### src/rtl/fetch_pkg.sv
// Shared types and constants for the LEGv8 instruction-fetch front end.
package fetch_pkg;

  typedef enum logic [1:0] {
    IDLE = 2'd0,
    REQ  = 2'd1,
    WAIT = 2'd2,
    HOLD = 2'd3
  } fetch_state_e;

  localparam logic [1:0] BR_SEQ   = 2'b00;
  localparam logic [1:0] BR_PCREL = 2'b01;
  localparam logic [1:0] BR_REG   = 2'b10;

  localparam int BRADDR26_MSB   = 25;
  localparam int BRADDR26_LSB   = 0;
  localparam int CONDADDR19_MSB = 23;
  localparam int CONDADDR19_LSB = 5;

  localparam int INSTR_BYTES = 4;

endpackage

### src/rtl/instr_fetch_unit_if.sv
// Fetch-unit bus: instruction-memory request/response plus decoder-side handshake.
interface instr_fetch_unit_if #(
  parameter int ADDR_W = 64
);
  logic              imem_req;
  logic [ADDR_W-1:0] imem_addr;
  logic              imem_ready;
  logic              imem_rvalid;
  logic [31:0]       imem_rdata;
  logic              instr_valid;
  logic              instr_ready;
  logic [31:0]       instruction;
  logic [ADDR_W-1:0] instr_pc;
  logic [ADDR_W-1:0] link_addr;
  logic [1:0]        br_taken;
  logic              uncond_br;
  logic [ADDR_W-1:0] br_reg;

  modport master (
    output imem_req, imem_addr, instr_valid, instruction, instr_pc, link_addr,
    input  imem_ready, imem_rvalid, imem_rdata, instr_ready, br_taken, uncond_br, br_reg
  );

  modport slave (
    input  imem_req, imem_addr, instr_valid, instruction, instr_pc, link_addr,
    output imem_ready, imem_rvalid, imem_rdata, instr_ready, br_taken, uncond_br, br_reg
  );
endinterface

### src/rtl/branch_target_calc.sv
// Combinational next-PC selection from the decoder's branch outputs.
module branch_target_calc
  import fetch_pkg::*;
#(
  parameter int ADDR_W = 64
) (
  input  logic [ADDR_W-1:0] instr_pc,
  input  logic [31:0]       instruction,
  input  logic [1:0]        br_taken,
  input  logic              uncond_br,
  input  logic [ADDR_W-1:0] br_reg,
  output logic [ADDR_W-1:0] next_pc,
  output logic              misalign
);
  localparam int W26 = BRADDR26_MSB - BRADDR26_LSB + 1;
  localparam int W19 = CONDADDR19_MSB - CONDADDR19_LSB + 1;

  logic signed [W26-1:0]    imm26;
  logic signed [W19-1:0]    imm19;
  logic signed [ADDR_W-1:0] off26;
  logic signed [ADDR_W-1:0] off19;
  logic                     unused_fields;

  assign imm26 = instruction[BRADDR26_MSB:BRADDR26_LSB];
  assign imm19 = instruction[CONDADDR19_MSB:CONDADDR19_LSB];
  // Word offsets become byte offsets: sign-extend, then append two zero bits.
  assign off26 = {{(ADDR_W-W26-2){imm26[W26-1]}}, imm26, 2'b00};
  assign off19 = {{(ADDR_W-W19-2){imm19[W19-1]}}, imm19, 2'b00};
  assign unused_fields = ^{instruction[31:BRADDR26_MSB+1], instruction[CONDADDR19_LSB-1:0]};

  always_comb begin
    next_pc  = instr_pc + ADDR_W'(INSTR_BYTES);
    misalign = 1'b0;
    case (br_taken)
      BR_PCREL: next_pc = instr_pc + (uncond_br ? off26 : off19);
      BR_REG: begin
        next_pc  = {br_reg[ADDR_W-1:2], 2'b00};
        misalign = |br_reg[1:0];
      end
      default: ;
    endcase
  end
endmodule

### src/rtl/instr_fetch_unit.sv
// LEGv8 fetch front end: one outstanding imem read, one held instruction, branch redirect on consume.
module instr_fetch_unit
  import fetch_pkg::*;
#(
  parameter int              ADDR_W   = 64,
  parameter logic [ADDR_W-1:0] RESET_PC = '0
) (
  input  logic                clk,
  input  logic                reset,
  instr_fetch_unit_if.master  bus,
  output logic                err_spurious,
  output logic                err_misalign
);
  fetch_state_e      state;
  logic [ADDR_W-1:0] req_addr;
  logic [ADDR_W-1:0] next_pc;
  logic              misalign;
  logic              consume;

  branch_target_calc #(.ADDR_W(ADDR_W)) u_btc (
    .instr_pc    (bus.instr_pc),
    .instruction (bus.instruction),
    .br_taken    (bus.br_taken),
    .uncond_br   (bus.uncond_br),
    .br_reg      (bus.br_reg),
    .next_pc     (next_pc),
    .misalign    (misalign)
  );

  assign consume = bus.instr_valid & bus.instr_ready;

  always_ff @(posedge clk) begin
    if (reset) begin
      state            <= IDLE;
      req_addr         <= RESET_PC;
      bus.imem_req     <= 1'b0;
      bus.imem_addr    <= RESET_PC;
      bus.instr_valid  <= 1'b0;
      bus.instruction  <= '0;
      bus.instr_pc     <= '0;
      bus.link_addr    <= ADDR_W'(INSTR_BYTES);
      err_spurious     <= 1'b0;
      err_misalign     <= 1'b0;
    end else begin
      // Only WAIT expects read data; anything else is a protocol violation.
      if (bus.imem_rvalid && state != WAIT)
        err_spurious <= 1'b1;

      case (state)
        IDLE: begin
          state        <= REQ;
          bus.imem_req <= 1'b1;
        end
        REQ: begin
          if (bus.imem_ready) begin
            state        <= WAIT;
            bus.imem_req <= 1'b0;
          end
        end
        WAIT: begin
          if (bus.imem_rvalid) begin
            state           <= HOLD;
            bus.instruction <= bus.imem_rdata;
            bus.instr_pc    <= req_addr;
            bus.link_addr   <= req_addr + ADDR_W'(INSTR_BYTES);
            bus.instr_valid <= 1'b1;
          end
        end
        HOLD: begin
          if (consume) begin
            state           <= REQ;
            req_addr        <= next_pc;
            bus.imem_addr   <= next_pc;
            bus.imem_req    <= 1'b1;
            bus.instr_valid <= 1'b0;
            if (misalign)
              err_misalign <= 1'b1;
          end
        end
        default: state <= IDLE;
      endcase
    end
  end
endmodule

### src/flat_wrapper.sv
// flat-port wrapper written by rule: the top's interface ports become plain ports
module instr_fetch_unit_flat import fetch_pkg::*;
#(
  parameter int              ADDR_W   = 64,
  parameter logic [ADDR_W-1:0] RESET_PC = '0
)
  (clk, reset, err_spurious, err_misalign, bus_imem_req, bus_imem_addr, bus_instr_valid, bus_instruction, bus_instr_pc, bus_link_addr, bus_imem_ready, bus_imem_rvalid, bus_imem_rdata, bus_instr_ready, bus_br_taken, bus_uncond_br, bus_br_reg);
  instr_fetch_unit_if #(.ADDR_W(ADDR_W)) bus_i ();
  input  logic clk;
  input  logic reset;
  output logic err_spurious;
  output logic err_misalign;
  output wire logic [$bits(bus_i.imem_req)-1:0] bus_imem_req;
  output wire logic [$bits(bus_i.imem_addr)-1:0] bus_imem_addr;
  output wire logic [$bits(bus_i.instr_valid)-1:0] bus_instr_valid;
  output wire logic [$bits(bus_i.instruction)-1:0] bus_instruction;
  output wire logic [$bits(bus_i.instr_pc)-1:0] bus_instr_pc;
  output wire logic [$bits(bus_i.link_addr)-1:0] bus_link_addr;
  input wire logic [$bits(bus_i.imem_ready)-1:0] bus_imem_ready;
  input wire logic [$bits(bus_i.imem_rvalid)-1:0] bus_imem_rvalid;
  input wire logic [$bits(bus_i.imem_rdata)-1:0] bus_imem_rdata;
  input wire logic [$bits(bus_i.instr_ready)-1:0] bus_instr_ready;
  input wire logic [$bits(bus_i.br_taken)-1:0] bus_br_taken;
  input wire logic [$bits(bus_i.uncond_br)-1:0] bus_uncond_br;
  input wire logic [$bits(bus_i.br_reg)-1:0] bus_br_reg;
  assign bus_imem_req = bus_i.imem_req;
  assign bus_imem_addr = bus_i.imem_addr;
  assign bus_instr_valid = bus_i.instr_valid;
  assign bus_instruction = bus_i.instruction;
  assign bus_instr_pc = bus_i.instr_pc;
  assign bus_link_addr = bus_i.link_addr;
  assign bus_i.imem_ready = bus_imem_ready;
  assign bus_i.imem_rvalid = bus_imem_rvalid;
  assign bus_i.imem_rdata = bus_imem_rdata;
  assign bus_i.instr_ready = bus_instr_ready;
  assign bus_i.br_taken = bus_br_taken;
  assign bus_i.uncond_br = bus_uncond_br;
  assign bus_i.br_reg = bus_br_reg;
  instr_fetch_unit #(.ADDR_W(ADDR_W), .RESET_PC(RESET_PC)) u_core (.clk(clk), .reset(reset), .bus(bus_i), .err_spurious(err_spurious), .err_misalign(err_misalign));
endmodule
### config.mk
export PLATFORM = sky130hd
export DESIGN_NAME = instr_fetch_unit_flat
export DESIGN_NICKNAME = d
export VERILOG_FILES = /design/src/rtl/fetch_pkg.sv /design/src/rtl/instr_fetch_unit_if.sv /design/src/rtl/branch_target_calc.sv /design/src/rtl/instr_fetch_unit.sv /design/src/flat_wrapper.sv
export SDC_FILE = /design/constraint.sdc
export NUM_CORES = 1
export LEC_CHECK = 0
export ABC_CLOCK_PERIOD_IN_PS = 6050
export CORE_AREA = 5 5 179 181
export CTS_CLUSTER_DIAMETER = 120
export DETAILED_ROUTE_END_ITERATION = 10
export DIE_AREA = 0 0 184 186
export HOLD_SLACK_MARGIN = 0.03
export PLACE_DENSITY = 0.88
export SYNTH_ARGS = -nofsm -noshare
export SYNTH_HDL_FRONTEND = slang
export SYNTH_SLANG_ARGS = --single-unit
### constraint.sdc
create_clock -name clk -period 6.05 [get_ports clk]
set_clock_uncertainty 0.05 [all_clocks]
set_input_delay 1.5125 -clock clk [delete_from_list [all_inputs] [get_ports clk]]
set_output_delay 1.5125 -clock clk [all_outputs]
set_load 0.01 [all_outputs]
==> impl_metrics.csv <==
group,metric,value,unit
finish,multiInputGateArea,8470,sq um
critical_path,crit_path_start_kind,"primary input",
routing,post_drt_via_cell_ratio,5.96,
routing,avgRoutedWirePerCell,22.2,microns
floorplan,die_w,184,microns
sta,period_needed,5.22,ns
routing,ant_nets,0,
placement,portBuffers,331,
clock_tree,cts_setup_buffers,0,
sta,max_freq,192,MHz
clock_tree,holdBufCountCts,0,
sta,tightest_slew,1.19,ns
global_route,grt_util_all_layers,30.9,%
floorplan,core,30300,sq um
clock_tree,cts_tree,"built",
floorplan,start_util,45.2,%
floorplan,die_area,34200,sq um
clock_tree,cts_resized,0,
logic_synthesis,ys_seq_area_share,33.4,%
global_route,grt_pass1_vias,14100,
finish,nets,2256,
logic_synthesis,synth_nets,1992,
sta,period_share,86.3,%
routing,dr_total_vias,14900,
sta,drv_slew,0,
logic_synthesis,synthArstFlopShare,0,%
placement,dp_hpwl,42000,microns
finish,n_fill_cell,2744,
logic_synthesis,avgSynthCellArea,7.51,sq um
global_route,grt_overflow,0,
global_route,grt_max_degree,103,
floorplan,rows,64,
logic_synthesis,yosys_warnings,0,
clock_tree,cts.sinks,228,
global_route,grt_pass1_wl,83700,microns
floorplan,num_io_pins,332,
run_status,status,"finished, final reports clean",
clock_tree,cts.htree.levels,1,
clock_tree,clockBufferDepth,3,
power,power_density,227,nW/um^2
sta,hold_violations,0,
clock_tree,path_clk_slew,0.06,ns
logic_synthesis,syn_area,13700,sq um
floorplan,chipHeight,186,microns
routing,drtPass1Iterations,5,
critical_path,critical_path_class,"in -> reg",
critical_path,crit_arrival,5.61,ns
sta,slew_headroom,20.8,%
finish,utilization,59.3,%
logic_synthesis,ys_types,68,
critical_path,r2r_slack,2.19,ns
routing,routed_wirelength,55600,microns
critical_path,worstPathRequired,6.44,ns
global_route,grt_antenna_before_repair,1,
finish,drive_above_1_share,4.61,%
logic_synthesis,synth-edff-count,0,
routing,post-route-drc-count,0,
power,leakagePower,6.63,nW
logic_synthesis,ys.flop_type,"dfxtp_1",
clock_tree,clock-root-buffer,"clkbuf_16",
clock_tree,clock_latency,0.55,ns
flow_run,maxCapViolations,0,
sta,finalSetupTns,0,ns
finish,area_growth,31.3,%
power,max-vdd-ir-drop,0.354,mV
finish,regArea,4560,sq um
critical_path,critPathCaptureType,"flip-flop",
logic_synthesis,synthCells,1821,
worst_hold_path,hp-class,"reg -> reg",
critical_path,cp_max_fo,27,
placement,gp_congestion,0.992,
routing,drt_iter0_markers,1706,
sta,setup_violations,0,
clock_tree,cts_buffers,25,
logic_synthesis,ys_ff_latch,228,
sta,rsz0062_at_grt,"no",
cell type report:
type | count | area share, %
multi-input cells | 1455 | 47.2
well taps | 396 | 2.76
repair buffers | 355 | 19.5
inverters | 20 | 0.418
diodes | 1 | 0.0139
flip-flops and latches | 228 | 25.4
clock buffers | 37 | 4.07
clock inverters | 9 | 0.572
state kept, by name (all words and copies together), names as in the netlist:
| name | cells |
|---|---|
| u_core.bus.instr_pc | 64 |
| u_core.req_addr | 64 |
| u_core.bus.link_addr | 62 |
| u_core.bus.instruction | 32 |
| u_core.state | 2 |
| u_core.bus.imem_req | 1 |
| u_core.bus.instr_valid | 1 |
| u_core.err_misalign | 1 |
| u_core.err_spurious | 1 |
metrics by stage:
step / setup slack (ns) / cells / hold WS, ns / total power (W) / cell area [sq um]
finish: 0.830 / 2501 / 0.405 / 0.00407 / 18000
floorplan: 0.476 / 1821 / 0.431 / 0.00213 / 13700
global placement: 0.461 / 2454 / 0.392 / 0.00252 / 17100
global route: 0.718 / 2501 / 0.441 / 0.00423 / 18000
CTS: 0.943 / 2500 / 0.406 / 0.00409 / 17900
detailed placement: 0.398 / 2454 / 0.397 / 0.00254 / 17100
cell usage after synthesis (10+ instances only):
cell type,count,share of area [%]
a211oi_1,53,2.9
a311oi_1,17,1.1
a21o_1,37,2.0
and2_1,10,0.46
nor3_1,25,0.92
and4_1,11,0.70
dfxtp_1,228,33
nor2_1,173,4.7
xnor2_1,44,2.8
a31oi_1,24,1.1
a21oi_1,240,8.8
o21ai_0,104,3.8
clkbuf_1,94,2.6
nand3_1,41,1.5
o21bai_1,17,0.93
nand4_1,30,1.4
nand2_1,350,9.6
inv_1,20,0.55
mux2i_1,20,1.5
and3_1,27,1.2
ha_1,66,6.0
xor2_1,60,3.8
power by group:
part	leakage, nW	internal [W]	switching, W
Sequential	1.84	0.00161	0.0000940
Combinational	4.38	0.000365	0.000446
Clock	0.401	0.000889	0.000666
kinds of logic after synthesis:
family | count (synthesis) | share of synthesized area, %
AOI/OAI and AO/OA | 558 | 24.8
xor gates and xnor gates | 104 | 6.66
adders and majority gates | 67 | 6.19
buffers and inverters | 138 | 4.87
DFF | 228 | 33.4
muxes | 21 | 1.55
and+or+nand+nor | 705 | 22.6
placed cells by master (no fill, tap or decap), types with 6 or more instances in the layout:
cell | Yosys | final
a211oi_1 | 53 | 53
a21o_1 | 37 | 37
a21oi_1 | 240 | 239
a311oi_1 | 17 | 17
a31oi_1 | 24 | 24
and2_1 | 10 | 9
and3_1 | 27 | 26
and4_1 | 11 | 11
buf_4 | 3 | 23
clkbuf_1 | 94 | 6
clkbuf_16 | 0 | 25
clkbuf_8 | 8 | 6
clkdlybuf4s50_1 | 0 | 330
dfxtp_1 | 228 | 228
ha_1 | 66 | 66
inv_1 | 20 | 20
mux2i_1 | 20 | 20
nand2_1 | 350 | 349
nand3_1 | 41 | 40
nand4_1 | 30 | 30
nor2_1 | 173 | 172
nor3_1 | 25 | 25
o211ai_1 | 6 | 6
o21a_1 | 9 | 9
o21ai_0 | 104 | 104
o21bai_1 | 17 | 17
xnor2_1 | 44 | 44
xor2_1 | 60 | 60
critical path, stage by stage:
cell and delay, ns:
clkdlybuf4s50_1 0.50, buf_12 0.20, nand2b_1 0.28, a21oi_2 0.08, buf_4 0.23, ha_1 0.49, nand4_2 0.21, or4_4 0.58
or4_4 0.56, a21oi_2 0.25, a31oi_1 0.16, xor2_1 0.18, a2111oi_2 0.35
path summary, 6_finish.rpt:
| path | from | to | cells past startpoint |
|---|---|---|---|
| min | u_core.bus.instruction[27] | u_core.bus.instruction[27] | 2 |
| max | bus_uncond_br | u_core.req_addr[49] | 13 |
| min reg2reg | u_core.bus.instruction[27] | u_core.bus.instruction[27] | 2 |
| max reg2reg | u_core.bus.instruction[23] | u_core.req_addr[60] | 14 |
per-layer routing:
layer	GRT usage, %	vias to the layer above	part of all wire (%)
li1	-	6972	-
met1	43.9	7022	43
met2	46.2	777	43
met3	6.68	136	10
met4	11.2	0	4.1
met5	0	-	0
Note: power is estimated with default switching activity, not from simulation.
